[config.mk]
export PLATFORM = sky130hd
export DESIGN_NAME = counter_sweep_ctrl_flat
export DESIGN_NICKNAME = d
export VERILOG_FILES = /design/src/rtl/counter_sweep_ctrl_if.sv /design/src/rtl/counter_sweep_ctrl.sv /design/src/flat_wrapper.sv
export SDC_FILE = /design/constraint.sdc
export NUM_CORES = 1
export LEC_CHECK = 0
export CAP_MARGIN = 0
export CORE_ASPECT_RATIO = 0.9
export CORE_MARGIN = 8
export CORE_UTILIZATION = 58
export CTS_CLUSTER_SIZE = 12
export DETAILED_ROUTE_END_ITERATION = 12
export PLACE_DENSITY = 0.85
export SYNTH_ARGS = -nofsm -noshare
export SYNTH_HDL_FRONTEND = slang
export SYNTH_SLANG_ARGS = --single-unit
[constraint.sdc]
create_clock -name clk -period 4 [get_ports clk]
set_clock_uncertainty 0.1 [all_clocks]
set_input_delay 1.2 -clock clk [delete_from_list [all_inputs] [get_ports clk]]
set_output_delay 1.2 -clock clk [all_outputs]
set_load 0.02 [all_outputs]
[src/rtl/counter_sweep_ctrl_if.sv]
// Handshake bundle between the sweep sequencer and its controller plus Counter4 feedback.
// The master side drives start/config/feedback; the slave side (the sequencer) drives controls and status.
interface counter_sweep_ctrl_if;
    logic       start;
    logic       abort;
    logic [3:0] step;
    logic [7:0] upper_limit;
    logic [7:0] lower_limit;
    logic [3:0] sweeps;
    logic [7:0] count;
    logic       at_midpoint;

    logic       initialize_count;
    logic       enable_count;
    logic       count_up;
    logic [3:0] n;
    logic       busy;
    logic       done;
    logic       error;
    logic [3:0] sweeps_done;
    logic [7:0] midpoint_hits;

    modport master (
        output start, abort, step, upper_limit, lower_limit, sweeps, count, at_midpoint,
        input  initialize_count, enable_count, count_up, n, busy, done, error,
               sweeps_done, midpoint_hits
    );

    modport slave (
        input  start, abort, step, upper_limit, lower_limit, sweeps, count, at_midpoint,
        output initialize_count, enable_count, count_up, n, busy, done, error,
               sweeps_done, midpoint_hits
    );
endinterface

[src/rtl/counter_sweep_ctrl.sv]
// Sequencer that runs Counter4 through a programmed number of up/down sweeps between two limits,
// tracking completed sweeps, midpoint crossings and stalls of the count feedback.
module counter_sweep_ctrl #(
    parameter int INIT_CYCLES = 2,
    parameter int TIMEOUT     = 64
) (
    input  logic                 clk,
    input  logic                 rst,
    counter_sweep_ctrl_if.slave  bus
);
    typedef enum logic [2:0] {IDLE, INIT, UP, DOWN, DONE} state_t;

    localparam logic [3:0] INIT_LAST  = 4'(INIT_CYCLES - 1);
    localparam logic [7:0] STALL_LAST = 8'(TIMEOUT - 1);

    state_t     state;
    logic [3:0] step_q;
    logic [3:0] sweeps_q;
    logic [7:0] upper_q;
    logic [7:0] lower_q;
    logic [7:0] count_q;
    logic [3:0] init_cnt;
    logic [7:0] stall_cnt;
    logic       mid_q;

    logic       cfg_ok;
    logic       running;
    logic       mid_rise;
    logic       count_same;
    logic [3:0] sweeps_next;

    assign cfg_ok      = (bus.upper_limit > bus.lower_limit) && (bus.step != 4'd0);
    assign running     = (state == UP) || (state == DOWN);
    assign mid_rise    = running && bus.at_midpoint && !mid_q;
    assign count_same  = (bus.count == count_q);
    assign sweeps_next = bus.sweeps_done + 4'd1;

    // NOTE: every state bit lives in this one clocked block and is written with <= only, so the
    // order of the statements below never changes what a neighbouring assignment reads.
    always_ff @(posedge clk) begin
        if (rst) begin
            state                <= IDLE;
            step_q               <= '0;
            sweeps_q             <= '0;
            upper_q              <= '0;
            lower_q              <= '0;
            count_q              <= '0;
            init_cnt             <= '0;
            stall_cnt            <= '0;
            mid_q                <= 1'b0;
            bus.initialize_count <= 1'b0;
            bus.enable_count     <= 1'b0;
            bus.count_up         <= 1'b0;
            bus.n                <= '0;
            bus.busy             <= 1'b0;
            bus.done             <= 1'b0;
            bus.error            <= 1'b0;
            bus.sweeps_done      <= '0;
            bus.midpoint_hits    <= '0;
        end else begin
            count_q  <= bus.count;
            mid_q    <= bus.at_midpoint;
            bus.done <= 1'b0;

            if (mid_rise && bus.midpoint_hits != 8'hFF)
                bus.midpoint_hits <= bus.midpoint_hits + 8'd1;

            if (bus.abort) begin
                state                <= IDLE;
                stall_cnt            <= '0;
                bus.initialize_count <= 1'b0;
                bus.enable_count     <= 1'b0;
                bus.count_up         <= 1'b0;
                bus.busy             <= 1'b0;
            end else begin
                case (state)
                    IDLE: begin
                        if (bus.start && cfg_ok) begin
                            step_q               <= bus.step;
                            sweeps_q             <= bus.sweeps;
                            upper_q              <= bus.upper_limit;
                            lower_q              <= bus.lower_limit;
                            init_cnt             <= '0;
                            bus.sweeps_done      <= '0;
                            bus.midpoint_hits    <= '0;
                            bus.error            <= 1'b0;
                            bus.initialize_count <= 1'b1;
                            bus.busy             <= 1'b1;
                            state                <= INIT;
                        end else if (bus.start) begin
                            bus.error <= 1'b1;
                        end
                    end
                    INIT: begin
                        if (init_cnt == INIT_LAST) begin
                            bus.initialize_count <= 1'b0;
                            bus.enable_count     <= 1'b1;
                            bus.count_up         <= 1'b1;
                            bus.n                <= step_q;
                            stall_cnt            <= '0;
                            state                <= UP;
                        end else begin
                            init_cnt <= init_cnt + 4'd1;
                        end
                    end
                    UP, DOWN: begin
                        if (count_same && stall_cnt == STALL_LAST) begin
                            bus.error        <= 1'b1;
                            bus.enable_count <= 1'b0;
                            bus.count_up     <= 1'b0;
                            bus.busy         <= 1'b0;
                            stall_cnt        <= '0;
                            state            <= IDLE;
                        end else begin
                            stall_cnt <= count_same ? stall_cnt + 8'd1 : 8'd0;
                            // Turn points use the feedback registered last cycle; overshoot is expected.
                            if (state == UP && count_q >= upper_q) begin
                                bus.count_up <= 1'b0;
                                state        <= DOWN;
                            end else if (state == DOWN && count_q <= lower_q) begin
                                bus.sweeps_done <= sweeps_next;
                                if (sweeps_q != 4'd0 && sweeps_next == sweeps_q) begin
                                    bus.enable_count <= 1'b0;
                                    bus.busy         <= 1'b0;
                                    bus.done         <= 1'b1;
                                    state            <= DONE;
                                end else begin
                                    bus.count_up <= 1'b1;
                                    state        <= UP;
                                end
                            end
                        end
                    end
                    DONE:    state <= IDLE;
                    default: state <= IDLE;
                endcase
            end
        end
    end
endmodule

[src/flat_wrapper.sv]
// flat-port wrapper written by rule: the top's interface ports become plain ports
module counter_sweep_ctrl_flat 
#(
    parameter int INIT_CYCLES = 2,
    parameter int TIMEOUT     = 64
)
  (clk, rst, bus_start, bus_abort, bus_step, bus_upper_limit, bus_lower_limit, bus_sweeps, bus_count, bus_at_midpoint, bus_initialize_count, bus_enable_count, bus_count_up, bus_n, bus_busy, bus_done, bus_error, bus_sweeps_done, bus_midpoint_hits);
  counter_sweep_ctrl_if bus_i ();
  input  logic clk;
  input  logic rst;
  input wire logic [$bits(bus_i.start)-1:0] bus_start;
  input wire logic [$bits(bus_i.abort)-1:0] bus_abort;
  input wire logic [$bits(bus_i.step)-1:0] bus_step;
  input wire logic [$bits(bus_i.upper_limit)-1:0] bus_upper_limit;
  input wire logic [$bits(bus_i.lower_limit)-1:0] bus_lower_limit;
  input wire logic [$bits(bus_i.sweeps)-1:0] bus_sweeps;
  input wire logic [$bits(bus_i.count)-1:0] bus_count;
  input wire logic [$bits(bus_i.at_midpoint)-1:0] bus_at_midpoint;
  output wire logic [$bits(bus_i.initialize_count)-1:0] bus_initialize_count;
  output wire logic [$bits(bus_i.enable_count)-1:0] bus_enable_count;
  output wire logic [$bits(bus_i.count_up)-1:0] bus_count_up;
  output wire logic [$bits(bus_i.n)-1:0] bus_n;
  output wire logic [$bits(bus_i.busy)-1:0] bus_busy;
  output wire logic [$bits(bus_i.done)-1:0] bus_done;
  output wire logic [$bits(bus_i.error)-1:0] bus_error;
  output wire logic [$bits(bus_i.sweeps_done)-1:0] bus_sweeps_done;
  output wire logic [$bits(bus_i.midpoint_hits)-1:0] bus_midpoint_hits;
  assign bus_i.start = bus_start;
  assign bus_i.abort = bus_abort;
  assign bus_i.step = bus_step;
  assign bus_i.upper_limit = bus_upper_limit;
  assign bus_i.lower_limit = bus_lower_limit;
  assign bus_i.sweeps = bus_sweeps;
  assign bus_i.count = bus_count;
  assign bus_i.at_midpoint = bus_at_midpoint;
  assign bus_initialize_count = bus_i.initialize_count;
  assign bus_enable_count = bus_i.enable_count;
  assign bus_count_up = bus_i.count_up;
  assign bus_n = bus_i.n;
  assign bus_busy = bus_i.busy;
  assign bus_done = bus_i.done;
  assign bus_error = bus_i.error;
  assign bus_sweeps_done = bus_i.sweeps_done;
  assign bus_midpoint_hits = bus_i.midpoint_hits;
  counter_sweep_ctrl #(.INIT_CYCLES(INIT_CYCLES), .TIMEOUT(TIMEOUT)) u_core (.clk(clk), .rst(rst), .bus(bus_i));
endmodule
==> flow_summary.toml, run 1 <==
[floorplanning]
die_h_um = 92.8
rows = 28
die_area_um2 = 9390
initial_cell_density_of_the_core_pct = 58.9
die_width_um = 101
boundary_pins = 59
fp.coreArea_um2 = 6450

[cts]
clock_transition_at_path_regs_ns = 0.08
post_cts_resized = 0
h-tree-depth = 3
cts_tree = "built"
cts-buffers-inserted = 9
cts_num_sinks = 70
clock_latency_reported_for_the_late_side_of_the_worst_skew_pair_ns = 0.35
holdBufCountCts = 0
postCtsSetupRepairBufs = 0
cts-root-to-sink-buffers = 2
cts-root-buf = "clkbuf_8"

[grt]
grt_met1_usage_pct = 23.5
grt_first_pass_wirelength_mm = 15.2
maximum_number_of_pins_on_one_net_before_global_route_repair = 27
gr-max-usage-layer = "met2"
grt_antenna_before_repair = 0
grtUsageMet2_pct = 33.3
groute.usage.overall_pct = 20.1
gr-usage-met3_pct = 5.62
grt_pass1_vias = 3270
grt-ovfl-total = 0

[yosys]
synth-seq-cells = 70
synth_edf_count = 0
synthMostInstantiatedCell = "dfxtp_1"
synth.net_count = 472
synth_area_per_cell_um2 = 9.35
yosysTopAreaCellShare_pct = 36.9
synth.cells.most_frequent = "dfxtp_1 (70), nor2_1 (50), ha_1 (29)"
synth.cell_area_um2 = 3800
synth_seq_area_share_pct = 36.9
synth.yosys.warnings = 0
dominantRegCellSynth = "dfxtp_1"
synth.area.top_cells = "dfxtp_1 (37%), ha_1 (9.6%), mux2i_1 (6.9%), nor2_1 (4.9%), xor2_1 (4.6%)"
synth_cell_types = 68
synth-async-reset-ratio_pct = 0
yosysTopAreaCell = "dfxtp_1"
synthCells = 406

[timing]
finalMaxSlewViolations = 0
worst_pin_slew_ns = 0.797
grt_setup_unrepaired = "false"
hold_ws_ns = 0.355
fin_crit_sh_pct = 80.9
setup_total_negative_slack_ns = 0
timing.final.setup_violations = 0
fin_crit_ns = 3.24
fmaxAchievable_mhz = 309
slew_headroom_pct = 45.5
count_of_final_hold_check_violations = 0

[flow_run]
drv_cap = 0

[placed_design]
port-buffer-count = 58
dpl_hpwl_mm = 6.72
post_dp_cell_area_um2 = 4440
place.gp.congestion = 0.859

[worst_setup_path]
timing.critical_path.buf_inv = 3
critical-path-slowest-cell = "clkdlybuf4s50_1"
critical_path_startpoint_category = "input port"
cp_top_family = "buffers and inverters"
cp.required_ns = 4.14
critical_path.endpoint_type = "register"
path_cells = "clkdlybuf4s50_1, inv_1, ha_1, a211o_1, a21oi_2, nand2_1, nand4_2, buf_12, mux2i_1, nor2_1"
max_stage_delay_ns = 0.48
setup.worst_path.class = "in2reg"
critical_path_arrival_ns = 3.38
worstPathMaxFanout = 26

[run_status]
outcome = "finished clean"

[detailed_routing]
ant_nets = 0
drt-total-wl_mm = 8.86
wire_per_inst_um = 15.8
first_iter_violations = 161
drc_errors = 0
firstDrtPassIters = 4
routed_via_density = 5.64
vias = 3170

[worst_hold_path]
min-delay-path-class = "reg2reg"

[pwr]
ir_drop_uv = 242
leakagePower_nw = 1.98
power_density_over_the_cells_nw_per_um2 = 349

[cells_and_area]
fill_cells = 484
share_of_post_route_cells_with_drive_strength_above_1_pct = 9.11
antenna_cells = 0
finalNetCount = 533
area_growth_pct = 23.4
final_design_area_no_fill_um2 = 4680
worst reg2reg max path, stage by stage, from the launching register on:
cell	delay, ns
dfxtp_1	0.35
inv_1	0.07
ha_1	0.29
nand2b_1	0.15
a2111oi_0	0.74
o32ai_1	0.32
o21ai_0	0.27
o311ai_1	0.17
a21oi_1	0.14
sequential cells by signal, summed over array words and instances (netlist names):
| name | flops |
|---|---|
| u_core.bus.busy | 1 |
| u_core.bus.count_up | 1 |
| u_core.bus.done | 1 |
| u_core.bus.enable_count | 1 |
| u_core.bus.error | 1 |
| u_core.bus.initialize_count | 1 |
| u_core.bus.midpoint_hits | 8 |
| u_core.bus.n | 4 |
| u_core.bus.sweeps_done | 4 |
| u_core.count_q | 8 |
| u_core.init_cnt | 4 |
| u_core.lower_q | 8 |
| u_core.mid_q | 1 |
| u_core.stall_cnt | 8 |
| u_core.state | 3 |
| u_core.step_q | 4 |
| u_core.sweeps_q | 4 |
| u_core.upper_q | 8 |
per-layer routing:
metal | vias to the layer above | wire, µm | share of wire [%]
met2 | 94 | 4230 | 48
li1 | 1567 | - | -
met5 | - | 0 | 0
met1 | 1488 | 3890 | 44
met3 | 21 | 560 | 6.3
met4 | 0 | 179 | 2.0
cell families after synthesis:
kind of cell    after synthesis  synth area share [%]
buf+inv                      39                  5.14
fa+ha+maj                    29                  9.56
simple gates                152                  22.3
mux                          26                  6.86
flops                        70                  36.9
xor+xnor                     25                  6.16
compound gates               65                  13.1
placed cells by master (no fill, tap or decap), drive strengths merged, types with 3 or more instances in the layout:
cell type      Yosys  final
a211o              3      3
a21o               3      3
a21oi             20     20
a31oi              5      5
and2               3      3
and3               9      9
and4               5      5
buf                7      4
bufinv             0      3
clkbuf             5     10
clkdlybuf4s50      0     58
clkinv             0      3
dfxtp             70     70
ha                29     29
inv               27     27
mux2i             26     26
nand2             22     22
nand2b             4      4
nand3              9      9
nand4             11     11
nor2              50     50
nor2b             13     13
nor3               9      9
nor3b              3      3
nor4               4      4
o211ai             5      5
o21a               4      4
o21ai             10     10
or2                3      3
xnor2              4      4
xor2              20     20
final timing paths:
kind	startpoint	depth (start not counted)	to	slack [ns]
worst max-delay path	bus_lower_limit[5]	10	u_core.upper_q[3]$_SDFFE_PP0P_	0.76
worst min-delay path	u_core.step_q[0]$_SDFFE_PP0P_	2	u_core.bus.n[0]$_SDFFE_PP0P_	0.35
worst max register to register	u_core.count_q[0]$_SDFF_PP0_	8	u_core.bus.count_up$_SDFFE_PP0P_	1.34
worst min register to register	u_core.step_q[0]$_SDFFE_PP0P_	2	u_core.bus.n[0]$_SDFFE_PP0P_	0.35
report_power, final:
group | internal [mW] | switching [mW]
clock | 0.430 | 0.273
sequential | 0.712 | 0.0131
combinational | 0.101 | 0.105
total | 1.24 | 0.391
metrics by stage:
| stage | power [mW] | std cells | setup slack, ns | util, % |
|---|---|---|---|---|
| finish | 1.63 | 562 | 0.763 | 72.7 |
| global route | 1.70 | 562 | 0.642 | 72.7 |
| CTS | 1.64 | 562 | 0.760 | 72.7 |
| detailed placement | 0.944 | 546 | 0.387 | 68.8 |
| global placement | 0.935 | 546 | 0.498 | 68.8 |
| floorplan | 0.869 | 406 | 1.04 | - |
cell type report:
type / instances / area (µm²) / share of cell area, %
Inverter: 27 / 101 / 2.16
Multi-Input combinational cell: 297 / 2200 / 47.0
Clock buffer: 10 / 138 / 2.94
Timing Repair Buffer: 62 / 623 / 13.3
Clock inverter: 6 / 109 / 2.32
Tap cell: 90 / 113 / 2.40
Sequential cell: 70 / 1400 / 29.9
No activity file was read; power rests on OpenSTA's default activity.
==> run 2, diff against run 1 <==
--- a/config.mk
+++ b/config.mk
@@ -8,10 +8,10 @@
 export CAP_MARGIN = 0
 export CORE_ASPECT_RATIO = 0.9
 export CORE_MARGIN = 8
-export CORE_UTILIZATION = 58
+export CORE_UTILIZATION = 49
 export CTS_CLUSTER_SIZE = 12
 export DETAILED_ROUTE_END_ITERATION = 12
-export PLACE_DENSITY = 0.85
+export PLACE_DENSITY = 0.77
 export SYNTH_ARGS = -nofsm -noshare
 export SYNTH_HDL_FRONTEND = slang
 export SYNTH_SLANG_ARGS = --single-unit
==> constraint.sdc (replaced) <==
create_clock -name clk -period 2.7 [get_ports clk]
set_clock_uncertainty 0.1 [all_clocks]
set_input_delay 0.81 -clock clk [delete_from_list [all_inputs] [get_ports clk]]
set_output_delay 0.81 -clock clk [all_outputs]
set_load 0.02 [all_outputs]
==> run 2 against run 1 <==
Net effect: setup slack lost 0.73 ns; flip-flop and latch count stayed put; global-route usage down 1.9 points; design area grew 9.1%; largest cell class unchanged; largest power group unchanged.
==> flow_summary.toml, run 2 (synthesized netlist as in run 1, its figures left out) <==
[run_status]
outcome = "finished clean"

[grt]
grt_antenna_before_repair = 0
grt-ovfl-total = 0
grt_pass1_vias = 3415
maximum_number_of_pins_on_one_net_before_global_route_repair = 19
grt_first_pass_wirelength_mm = 16.0
groute.usage.overall_pct = 18.2

[placed_design]
place.gp.congestion = 0.817
post-place-ws_ns = -0.517
dpl.cell_count = 576
post_dp_cell_area_um2 = 4630
port-buffer-count = 58
dpl_hpwl_mm = 7.07

[timing]
fin_crit_ns = 2.66
timing.final.setup_violations = 0
count_of_final_hold_check_violations = 0
worst_pin_slew_ns = 0.731
fmaxAchievable_mhz = 375
fin_crit_sh_pct = 98.7
finalMaxSlewViolations = 0
slew_headroom_pct = 50.0
hold_ws_ns = 0.344
worst_slack_ns = 0.0360
setup_total_negative_slack_ns = 0
grt_setup_unrepaired = "false"

[detailed_routing]
drc_errors = 0
routed_via_density = 5.59
ant_nets = 0
firstDrtPassIters = 5
drt-total-wl_mm = 9.67
vias = 3336
wire_per_inst_um = 16.2
first_iter_violations = 164

[cts]
cts-root-buf = "clkbuf_8"
clock_latency_reported_for_the_late_side_of_the_worst_skew_pair_ns = 0.36
cts-root-to-sink-buffers = 2
cts-buffers-inserted = 9
clock_transition_at_path_regs_ns = 0.08
cts_num_sinks = 70
holdBufCountCts = 0
cts_tree = "built"
h-tree-depth = 3

[cells_and_area]
finalNetCount = 562
antenna_cells = 0
layoutNonFillerInstCount = 597
final_design_area_no_fill_um2 = 5110
final_cell_mix = "dfxtp_1 (70), nor2_1 (50), clkdlybuf4s50_1 (46), buf_4 (27), mux2i_1 (25)"
post-route-util_pct = 67.7
share_of_post_route_cells_with_drive_strength_above_1_pct = 17.4
layout.cells.most_common = "dfxtp_1"
area_growth_pct = 34.6

[flow_run]
drv_cap = 0

[worst_setup_path]
critical_path_startpoint_category = "input port"
critical_path_arrival_ns = 2.80
cp.required_ns = 2.84
worstPathMaxFanout = 4
setup.worst_path.class = "in2reg"
critical_path.endpoint_type = "register"

[worst_hold_path]
min-delay-path-class = "reg2reg"

[pwr]
ir_drop_uv = 439
design_power_total_mw = 2.50
leakagePower_nw = 2.25
power_density_over_the_cells_nw_per_um2 = 489

[floorplanning]
die_area_um2 = 10800
die_h_um = 99.5
rows = 30
initial_cell_density_of_the_core_pct = 50.3
fp.coreArea_um2 = 7540
die_width_um = 109
boundary_pins = 59
## run 2: changes by cell type in the layout (fill, tap and decap cells not counted), moves of 2 or more
cell	delta
ha_1	-6
buf_4	+24
buf_6	+2
inv_1	-5
ha_4	+6
buf_16	+2
dlymetal6s2s_1	+11
clkdlybuf4s50_1	-12
inv_2	+5
## run 2: final timing paths
| check | from | depth (start not counted) | to | slack [ns] |
|---|---|---|---|---|
| hold / removal | u_core.step_q[1]$_SDFFE_PP0P_ | 2 | u_core.bus.n[1]$_SDFFE_PP0P_ | 0.34 |
| hold reg to reg | u_core.step_q[1]$_SDFFE_PP0P_ | 2 | u_core.bus.n[1]$_SDFFE_PP0P_ | 0.34 |
| setup / recovery | bus_upper_limit[2] | 8 | u_core.bus.sweeps_done[2]$_SDFFE_PP0P_ | 0.04 |
| setup reg to reg | u_core.count_q[0]$_SDFF_PP0_ | 7 | u_core.state[0]$_SDFFE_PP0P_ | 0.17 |
## run 2: cell type report
class	instances	area [µm²]
Clock buffer	10	138
Clock inverter	6	109
Fill cell	568	2440
Inverter	27	101
Multi-Input combinational cell	297	2310
Sequential cell	70	1400
Tap cell	96	120
Timing Repair Buffer	91	927
## run 2: routing by layer
metal,track usage [%],vias to the layer above,wire [µm]
met3,5.30,36,594
met5,0,-,0
met1,21.7,1568,4150
met4,7.15,0,304
met2,30.0,112,4620
li1,-,1620,-
## run 2: power by group
group          switching (mW)  internal [mW]
sequential             0.0203           1.05
combinational           0.180          0.193
clock                   0.411          0.637
total                   0.612           1.88
## run 2: worst max-delay path: stages
cell	delay, ns
clkdlybuf4s50_1	0.54
ha_4	0.22
nand4_1	0.14
o211ai_2	0.13
a31oi_4	0.20
nand4_4	0.17
and3b_1	0.26
a221o_1	0.33
## run 2: repair_timing
item	in CTS	in global routing
endpoints found under the setup margin	34	39
pin swaps	6	11
gates cloned	2	0
buffers inserted	1	2
gates resized for setup	9	25
hold endpoints to repair	0	0
==> RTL edit: new RTL, settings of run 2 <==
Reset style: asynchronous (`rst`), changed in one clocked block.
--- a/src/rtl/counter_sweep_ctrl.sv
+++ b/src/rtl/counter_sweep_ctrl.sv
@@ -37,7 +37,7 @@
 
     // NOTE: every state bit lives in this one clocked block and is written with <= only, so the
     // order of the statements below never changes what a neighbouring assignment reads.
-    always_ff @(posedge clk) begin
+    always_ff @(posedge clk or posedge rst) begin
         if (rst) begin
             state                <= IDLE;
             step_q               <= '0;
Function: differs if rst is asserted again (counterexample within 4 cycles, from zero or initial values and one cycle with rst high); with rst held inactive, the same outputs for 10 cycles.
==> RTL edit against run 2 <==
Sequential cell count stayed put; synthesized cell count is 2.7% lower; area after synthesis up 2.2%; first-iteration DRC count fell by 6.1%; worst setup slack improved by 0.030 ns; critical path depth is 1 higher; sequential share of layout area is 6.8 points higher; core utilization down 0.55 points; design area grew 0.17%; wire length shrank 3.0%; critical endpoint is now u_core.lower_q[6]; largest cell class unchanged.
Power is not compared: it rests on default switching activity, and its combinational part moved more than twofold at a synthesized area within 25%.
==> RTL edit: results (changes against run 2) <==
* Status: finished clean
* Met2 Routed Length at 4550 µm (-1.4%)
* Fraction of post-synthesis cell area in the top cell type by area at 45.13% (+8.2 points)
* Placer's final routability congestion estimate at 0.7840 (-4.0%)
* Synth top area cells: sky130_fd_sc_hd__dfrtp_1 45%, sky130_fd_sc_hd__ha_1 9.3%, sky130_fd_sc_hd__nand2_1 6.0%
* Complex-gate fraction of the synthesized area at 12.99% (-0.060 points)
* Leading cell types by count after synthesis: 70 x sky130_fd_sc_hd__dfrtp_1, 62 x sky130_fd_sc_hd__nand2_1, 30 x sky130_fd_sc_hd__inv_1, 30 x sky130_fd_sc_hd__nor2_1, 29 x sky130_fd_sc_hd__ha_1
* GR Util All Layers at 17.35% (-0.87 points)
* Estimated wirelength of the detail-placed design at 6701 µm (-5.2%)
* DRC marker count from the first detailed-route iteration at 154 (-6.1%)
* Worst-case reg-to-reg path depth at 8 (+1)
* Vias per cell at 5.451 (-2.5%)
* Fillers at 565 (-0.53%)
* Length of the first detailed-routing pass in iterations at 4 (-1)
* Commonest register cell after synthesis: sky130_fd_sc_hd__dfrtp_1
* Actual slew at the worst max-slew pin at 0.6423 ns (-0.08902 ns)
* Met3 layer usage reported by global route at 3.972% (-1.3 points)
* Area share of fa/ha/maj cells after synthesis at 9.349% (-0.21 points)
* Met2 capacity usage during global routing at 27.08% (-2.9 points)
* Maximum number of pins on one net before global-route repair at 71 (+52)
* Count of distinct cell types in the synthesized netlist at 59 (-13%)
* Async set or reset register ratio after synthesis at 100.0% (+100 points)
* Ratio of cells with drive above 1 in the final layout at 17.39% (+0.026 points)
* Max FO, Critical Path at 14 (+10)
* Data arrival time of the worst path at 2.81 ns (about the same)
* Hold Worst Slack at 0.3895 ns (+0.04592 ns)
* Mux share of post-synthesis cell area at 2.257% (-4.6 points)
* Endpoint of the most critical setup path: u_core.lower_q[6]
## RTL edit: cell types whose count changed in the layout (fill, tap and decap cells not counted), sizes merged, moves of 4 or more
cell	delta
nand2	+40
inv	+6
nor2	-20
nand2b	+4
mux2	+6
xor2	-6
a21oi	-10
dfrtp	+70
dfxtp	-70
nor2b	-9
buf	-7
o21ai	+17
nor3	-6
mux2i	-24
## RTL edit: stage by stage
| step | std cells | setup WS, ns | TNS, ns | area [µm²] |
|---|---|---|---|---|
| after CTS | 577 | 0.006219 | 0 | 4921 |
| after floorplan | 395 | 0.02179 | 0 | 3881 |
| after detailed placement | 560 | -0.4508 | -19.02 | 4674 |
| final | 579 | 0.06593 | 0 | 5117 |
| after global routing | 579 | -0.03282 | -0.07361 | 5117 |
| after global placement | 560 | -0.4188 | -15.97 | 4674 |
## RTL edit: area by class of cell
class,instances,area (µm²),area share [%]
inverters,30,112.6,2.200
repair buffers,84,840.8,16.43
well taps,96,120.1,2.347
flip-flops and latches,70,1752,34.23
clock inverters,7,80.08,1.565
multi-input cells,283,2088,40.81
clock buffers,9,123.9,2.421
## RTL edit: critical path, cell delays in order
cell	delay (ns)
sky130_fd_sc_hd__clkdlybuf4s50_1	0.46
sky130_fd_sc_hd__ha_4	0.30
sky130_fd_sc_hd__nand4_1	0.14
sky130_fd_sc_hd__a21o_1	0.22
sky130_fd_sc_hd__a31oi_4	0.26
sky130_fd_sc_hd__and3_4	0.25
sky130_fd_sc_hd__buf_4	0.21
sky130_fd_sc_hd__nand2_1	0.08
sky130_fd_sc_hd__o21ai_0	0.08
## RTL edit: timing repair
item / CTS / global route
pin swaps: 2 / 8
setup buffers: 1 / 1
gates resized for setup: 6 / 39
gates cloned: 0 / 1
endpoints found under the setup margin: 35 / 37
endpoints found under the hold margin: 0 / 0
